--- config.mk ---
export PLATFORM = sky130hd
export DESIGN_NAME = ahb_bus_arbiter
export DESIGN_NICKNAME = d
export VERILOG_FILES = /design/src/rtl/ahb_bus_arbiter_pkg.sv /design/src/rtl/ahb_bus_arbiter_rr_picker.sv /design/src/rtl/ahb_bus_arbiter.sv
export SDC_FILE = /design/constraint.sdc
export NUM_CORES = 1
export LEC_CHECK = 0
export BUFFER_PORTS_ARGS = -buffer_cell sky130_fd_sc_hd__buf_2
export CAP_MARGIN = 20
export CORE_ASPECT_RATIO = 0.75
export CORE_MARGIN = 2
export CORE_UTILIZATION = 49
export CTS_CLUSTER_SIZE = 12
export DETAILED_ROUTE_END_ITERATION = 8
export PLACE_DENSITY = 0.85
export SLEW_MARGIN = 5
export SYNTH_ARGS = -nofsm -noshare
export SYNTH_HDL_FRONTEND = slang
export SYNTH_SLANG_ARGS = --single-unit
--- constraint.sdc ---
create_clock -name hclk -period 2.37 [get_ports hclk]
set_input_delay 0.237 -clock hclk [delete_from_list [all_inputs] [get_ports hclk]]
set_output_delay 0.237 -clock hclk [all_outputs]
set_load 0.01 [all_outputs]
--- src/rtl/ahb_bus_arbiter_pkg.sv ---
`default_nettype none
// ============================================================================
// Module      : integration_pkg
// Description : Shared AHB 2.0 encodings and arbiter state type used by
//               ahb_bus_arbiter and ahb_rr_picker. Also provides burst_len(),
//               which maps an hburst code to its fixed beat count
//               (1 for SINGLE and undefined-length INCR).
// Contents    : htrans_e, hburst_e, hresp_e, arb_state_e, burst_len()
// Revision    : 1.0 - initial release
// ============================================================================
package integration_pkg;

    typedef enum logic [1:0] {
        IDLE   = 2'd0,
        BUSY   = 2'd1,
        NONSEQ = 2'd2,
        SEQ    = 2'd3
    } htrans_e;

    typedef enum logic [2:0] {
        SINGLE = 3'd0,
        INCR   = 3'd1,
        WRAP4  = 3'd2,
        INCR4  = 3'd3,
        WRAP8  = 3'd4,
        INCR8  = 3'd5,
        WRAP16 = 3'd6,
        INCR16 = 3'd7
    } hburst_e;

    typedef enum logic [1:0] {
        OKAY  = 2'd0,
        ERROR = 2'd1,
        RETRY = 2'd2,
        SPLIT = 2'd3
    } hresp_e;

    // Arbiter ownership state. Encoding 2'd3 is unused.
    typedef enum logic [1:0] {
        ST_OPEN   = 2'd0,
        ST_BURST  = 2'd1,
        ST_LOCKED = 2'd2
    } arb_state_e;

    localparam int C_HMASTER_W = 4;
    localparam int C_BEATS_W   = 4;

    // Number of beats in a fixed-length burst. SINGLE and INCR count as one
    // beat so the counter loads zero and never freezes arbitration.
    function automatic logic [4:0] burst_len(input hburst_e burst);
        case (burst)
            WRAP4,  INCR4:  burst_len = 5'd4;
            WRAP8,  INCR8:  burst_len = 5'd8;
            WRAP16, INCR16: burst_len = 5'd16;
            default:        burst_len = 5'd1;
        endcase
    endfunction

endpackage
`default_nettype wire

--- src/rtl/ahb_bus_arbiter_rr_picker.sv ---
`default_nettype none
// ============================================================================
// Module      : ahb_rr_picker
// Description : Combinational round-robin search. Scans masters starting at
//               gnt_idx_i+1 (wrapping) and ending on gnt_idx_i itself, so a
//               lone requesting owner keeps the bus. With no requests the
//               result is DEFAULT_MASTER.
// Ports       : hbusreq_i  [NUM_MASTERS-1:0] request per master
//               gnt_idx_i  [IDX_W-1:0]       current grant index
//               next_idx_o [IDX_W-1:0]       winning master index
// Revision    : 1.0 - initial release
// ============================================================================
module ahb_rr_picker
    import integration_pkg::*;
#(
    parameter int NUM_MASTERS    = 4,
    parameter int DEFAULT_MASTER = 0
) (
    input  logic [NUM_MASTERS-1:0]         hbusreq_i,
    input  logic [$clog2(NUM_MASTERS)-1:0] gnt_idx_i,
    output logic [$clog2(NUM_MASTERS)-1:0] next_idx_o
);

    localparam int C_IDX_W  = $clog2(NUM_MASTERS);
    // One extra bit so gnt_idx + offset (at most 2*NUM_MASTERS-1) never wraps.
    localparam int C_CAND_W = C_IDX_W + 1;

    logic [C_CAND_W-1:0] cand;
    logic                found;

    always_comb begin
        next_idx_o = C_IDX_W'(DEFAULT_MASTER);
        found      = 1'b0;
        cand       = '0;
        for (int i = 1; i <= NUM_MASTERS; i++) begin
            cand = {1'b0, gnt_idx_i} + C_CAND_W'(i);
            if (cand >= C_CAND_W'(NUM_MASTERS)) begin
                cand = cand - C_CAND_W'(NUM_MASTERS);
            end
            if (!found && hbusreq_i[cand[C_IDX_W-1:0]]) begin
                next_idx_o = cand[C_IDX_W-1:0];
                found      = 1'b1;
            end
        end
    end

endmodule
`default_nettype wire

--- src/rtl/ahb_bus_arbiter.sv ---
`default_nettype none
// ============================================================================
// Module      : ahb_bus_arbiter
// Description : Multi-master AHB 2.0 bus arbiter. Issues a one-hot grant by
//               round-robin, drives hmaster/hmastlock one hready-high edge
//               behind the grant, and freezes arbitration during fixed-length
//               bursts and locked sequences.
// Ports       : hclk, hreset (async, active low)
//               hbusreq/hlock [NUM_MASTERS-1:0] per-master request / lock
//               htrans, hburst, hready, hresp   shared bus observation
//               hgrant [NUM_MASTERS-1:0]        one-hot grant
//               hmaster [3:0], hmastlock        current address-phase owner
// Revision    : 1.0 - initial release
// ============================================================================
module ahb_bus_arbiter
    import integration_pkg::*;
#(
    parameter int NUM_MASTERS    = 4,
    parameter int DEFAULT_MASTER = 0
) (
    input  logic                   hclk,
    input  logic                   hreset,
    input  logic [NUM_MASTERS-1:0] hbusreq,
    input  logic [NUM_MASTERS-1:0] hlock,
    input  logic [1:0]             htrans,
    input  logic [2:0]             hburst,
    input  logic                   hready,
    input  logic [1:0]             hresp,
    output logic [NUM_MASTERS-1:0] hgrant,
    output logic [3:0]             hmaster,
    output logic                   hmastlock
);

    localparam int C_IDX_W = $clog2(NUM_MASTERS);

    logic [C_IDX_W-1:0]     gnt_idx_q,    gnt_idx_d;
    logic [C_HMASTER_W-1:0] hmaster_q,    hmaster_d;
    logic                   hmastlock_q,  hmastlock_d;
    logic [C_BEATS_W-1:0]   beats_left_q, beats_left_d;
    arb_state_e             state_q,      state_d;

    logic [C_IDX_W-1:0]     w_next_idx;
    logic                   w_owner_lock;
    htrans_e                w_trans;
    hburst_e                w_burst;
    hresp_e                 w_resp;

    assign w_trans      = htrans_e'(htrans);
    assign w_burst      = hburst_e'(hburst);
    assign w_resp       = hresp_e'(hresp);
    assign w_owner_lock = hlock[gnt_idx_q];

    ahb_rr_picker #(
        .NUM_MASTERS    (NUM_MASTERS),
        .DEFAULT_MASTER (DEFAULT_MASTER)
    ) u_rr_picker (
        .hbusreq_i  (hbusreq),
        .gnt_idx_i  (gnt_idx_q),
        .next_idx_o (w_next_idx)
    );

    always_comb begin
        beats_left_d = beats_left_q;
        state_d      = state_q;
        gnt_idx_d    = gnt_idx_q;
        hmaster_d    = hmaster_q;
        hmastlock_d  = hmastlock_q;

        if (hready) begin
            case (w_trans)
                NONSEQ: beats_left_d = C_BEATS_W'(burst_len(w_burst) - 5'd1);
                SEQ:    beats_left_d = (beats_left_q == '0) ? '0 : beats_left_q - 1'b1;
                BUSY:   beats_left_d = beats_left_q;
                IDLE:   beats_left_d = '0;
            endcase
        end

        // A non-OKAY response ends the burst early, even mid wait-state.
        if (w_resp != OKAY) begin
            beats_left_d = '0;
        end

        if (hready) begin
            hmaster_d   = C_HMASTER_W'(gnt_idx_q);
            hmastlock_d = w_owner_lock;

            if (w_owner_lock) begin
                state_d = ST_LOCKED;
            end else if (beats_left_d > C_BEATS_W'(1)) begin
                state_d = ST_BURST;
            end else begin
                state_d = ST_OPEN;
            end

            // Arbitrate on the edge that leaves the bus open, so a burst's
            // final-beat address phase already carries the next grant. The
            // edge that leaves LOCKED is skipped: the owner keeps the grant
            // for one more transfer after hlock drops.
            if (state_d == ST_OPEN && state_q != ST_LOCKED) begin
                gnt_idx_d = w_next_idx;
            end
        end
    end

    always_ff @(posedge hclk or negedge hreset) begin
        if (!hreset) begin
            gnt_idx_q    <= C_IDX_W'(DEFAULT_MASTER);
            hmaster_q    <= C_HMASTER_W'(DEFAULT_MASTER);
            hmastlock_q  <= 1'b0;
            beats_left_q <= '0;
            state_q      <= ST_OPEN;
        end else begin
            gnt_idx_q    <= gnt_idx_d;
            hmaster_q    <= hmaster_d;
            hmastlock_q  <= hmastlock_d;
            beats_left_q <= beats_left_d;
            state_q      <= state_d;
        end
    end

    // Grant is a pure decode of a register, so exactly one bit is high at
    // all times, including while reset is held.
    assign hgrant    = {{(NUM_MASTERS-1){1'b0}}, 1'b1} << gnt_idx_q;
    assign hmaster   = hmaster_q;
    assign hmastlock = hmastlock_q;

endmodule
`default_nettype wire

==> results by group <==
STA
  • Setup TNS: 0 ns
  • Fin. Hold Viols: 0
  • Setup ws final: 0.284 ns
  • Tcrit/Tclk final: approximately nine tenths
  • Slew Limit Fails: 0
  • Clk_skew: 0.00475 ns
  • FMAX: 479 MHz
  • Setup Viol. Count Final: 0
  • Minimum clock period: around 2.1 ns
  • RSZ-0062 raised after global routing: false

Yosys
  • Synthesis-stage register bit count: 10
  • Yosys cell types: 39
  • Avg Inst Size Synth: just over 9 sq um
  • Leading post-synthesis cells by cell area: dfrtp_1 29%, ha_1 7.3%, mux4_2 5.3%
  • Top cell type's share of synthesized area: slightly below 30%
  • Largest area contributor in the netlist: dfrtp_1
  • Synth Cell Area: 852 sq um
  • Post-synthesis sequential area ratio: 29.4%
  • Post-synthesis cell count: 92
  • Ys Warns: 0

Floorplan
  • Die footprint: between 2000 and 2500 sq um
  • Die width: 52.2 um
  • Core area: 1690 sq um
  • Die height: approximately 40 um
  • Initial Utilization: between 50% and 60%
  • Ports: 27
  • Site row count: 13

CTS
  • Clock tree buffer depth: 2
  • CTS tree: done
  • H-Tree Depth: 1
  • Post-CTS Resized: 0
  • Hold_buf cts: 1
  • Reg clk slew, reported paths: 0.06 ns
  • Post-CTS Setup Bufs: 0
  • Clock Sinks: 10
  • CTS Buf Count: 3
  • Worst skew pair latency: 0.25 ns
  • Clk root buf: clkbuf_4

Final layout
  • Most frequent cells in the layout: 23 x buf_2, 10 x dfrtp_1, 8 x inv_1, 8 x nor2_1, 7 x o21ai_0
  • Area Growth Syn to Fin: 18.2%
  • NumNets Final: 142
  • N_diodes: 0
  • Post-route cell area: roughly 1000 sq um
  • Fin util: roughly three fifths
  • Layout cells sized above 1: 29.9%
  • Fin cells: 139
  • Commonest non-fill, non-tap cell in the layout: buf_2

Power and ir drop
  • Pwr dens: 824 nW/um^2
  • IR drop worst, VDD: between 0.6 and 0.7 mV
  • Leakage power: 0.467 nW

Setup path
  • CP Capture Type: register
  • Worst Path Arrival: 2.22 ns
  • Crit path kind: register to register
  • Worst reg-to-reg path cell count: 6
  • Startpoint Class: register
  • Critical Path RT: 2.51 ns
  • R2r startpoint: beats_left_q[3]
  • R2R Setup Slk: 0.28 ns
  • Worst Path Max Fanout: 6
  • Reg2reg end: gnt_idx_q[1]

Detailed routing
  • Vias/cell: 5.70
  • Total Wirelength: 1.85 mm
  • Routed WL per cell: roughly 13 um
  • # DRC: 0
  • Final ANT Viol Nets: 0
  • DR vias: 792
  • DRT Pass-1 Iters: 4
  • Iteration-0 DRC Markers: 12

Outcome
  • Status: complete, no violations

Placed design
  • RD Place Congestion: a little over 0.8
  • Placed inst area: 975 sq um
  • Placed Instances: 135
  • Post-Place Setup Slack: 0.309 ns
  • Hpwl dp: roughly 1.5 mm
  • PortBufs: 23

GRT
  • GRT Util Overall: 19.7%
  • Initial antenna violation count: 0
  • Vias in the first global route: 711
  • Largest net degree at the start of global routing: 13
  • First-pass GRT wire length: 3.05 mm
  • Total grt overflow: 0

Min path
  • Worst hold path class: input port to register
  • Worst Hold Launch: hresp[0]
  • Hold EP: beats_left_q[0]
  • Hold path cells: 4

Flow run
  • Max_cap viols: 0
[final cells by class]
class,count,area [sq um]
clock buffers,3,22.5
inverters,8,30.0
fillers,156,684
well taps,22,27.5
multi-input cells,71,544
flip-flops and latches,10,250
repair buffers,25,133
[cells by family after synthesis]
logic type	share of synthesized area (%)
multiplexers	10.4
other	0.440
AO/OA/AOI/OAI	25.4
AND/OR/NAND/NOR	19.8
buffers and inverters	7.19
flip-flops	29.4
adder cells (fa/ha/maj)	7.34
[stage by stage]
stage,hold WS [ns],total power [mW]
final,0.295,0.830
after global routing,0.309,0.904
after CTS,0.289,0.835
after detailed placement,0.108,0.722
after global placement,0.102,0.707
after floorplan,-0.0586,0.600
[registers in the layout (all words and copies together), names as in the netlist]
register,cells
hmastlock,1
hmaster,2
beats_left_q,4
state_q,1
gnt_idx_q,2
[critical path, stage by stage (launching register included)]
cell and delay (ns):
dfrtp_1 0.43, or4_1 0.53, a211o_1 0.31, a31o_1 0.25
a21oi_4 0.21, o21ai_0 0.12, o31a_2 0.12
[report_power, final]
| part | switching, mW | internal, mW |
|---|---|---|
| Clock | 0.0489 | 0.0582 |
| Combinational | 0.245 | 0.218 |
| Sequential | 0.0417 | 0.218 |
| Total | 0.336 | 0.494 |
[metal layers]
metal | GRT usage (%) | vias to the layer above | wire [um]
met4 | 4.49 | 0 | 0
met1 | 26.0 | 376 | 877
met3 | 3.73 | 0 | 72
met5 | 0 | - | 0
li1 | - | 398 | -
met2 | 34.5 | 18 | 895
[synth_stat cells, drive strengths merged]
| cell type | instances |
|---|---|
| nor4b | 2 |
| mux2i | 1 |
| a2111oi | 1 |
| nor3b | 2 |
| a22oi | 1 |
| o31a | 1 |
| or4 | 1 |
| a31o | 1 |
| a211o | 2 |
| dfrtp | 10 |
| ha | 5 |
| o311ai | 1 |
| nor2 | 8 |
| nand4b | 1 |
| mux4 | 2 |
| a21boi | 1 |
| o21ai | 7 |
| buf | 4 |
| nor2b | 1 |
| nand2 | 2 |
| conb | 1 |
| a21oi | 5 |
| mux2 | 3 |
| a31oi | 2 |
| o31ai | 2 |
| and4b | 1 |
| nand2b | 4 |
| inv | 8 |
| a22o | 1 |
| o211ai | 3 |
| o21a | 1 |
| o311a | 1 |
| nor3 | 3 |
| nand4 | 1 |
| nand3b | 2 |
[worst max path at each step]
stage / startpoint / end / slack (ns) / cells past startpoint
detailed placement: beats_left_q[3] / gnt_idx_q[1] / 0.31 / 6
CTS: beats_left_q[3] / gnt_idx_q[1] / 0.30 / 6
global placement: beats_left_q[3] / gnt_idx_q[1] / 0.34 / 6
finish: beats_left_q[3] / gnt_idx_q[1] / 0.28 / 6
floorplan: gnt_idx_q[0] / gnt_idx_q[1] / 0.35 / 5
global route: beats_left_q[1] / gnt_idx_q[0] / 0.20 / 8
(Power assumes the default switching activity.)
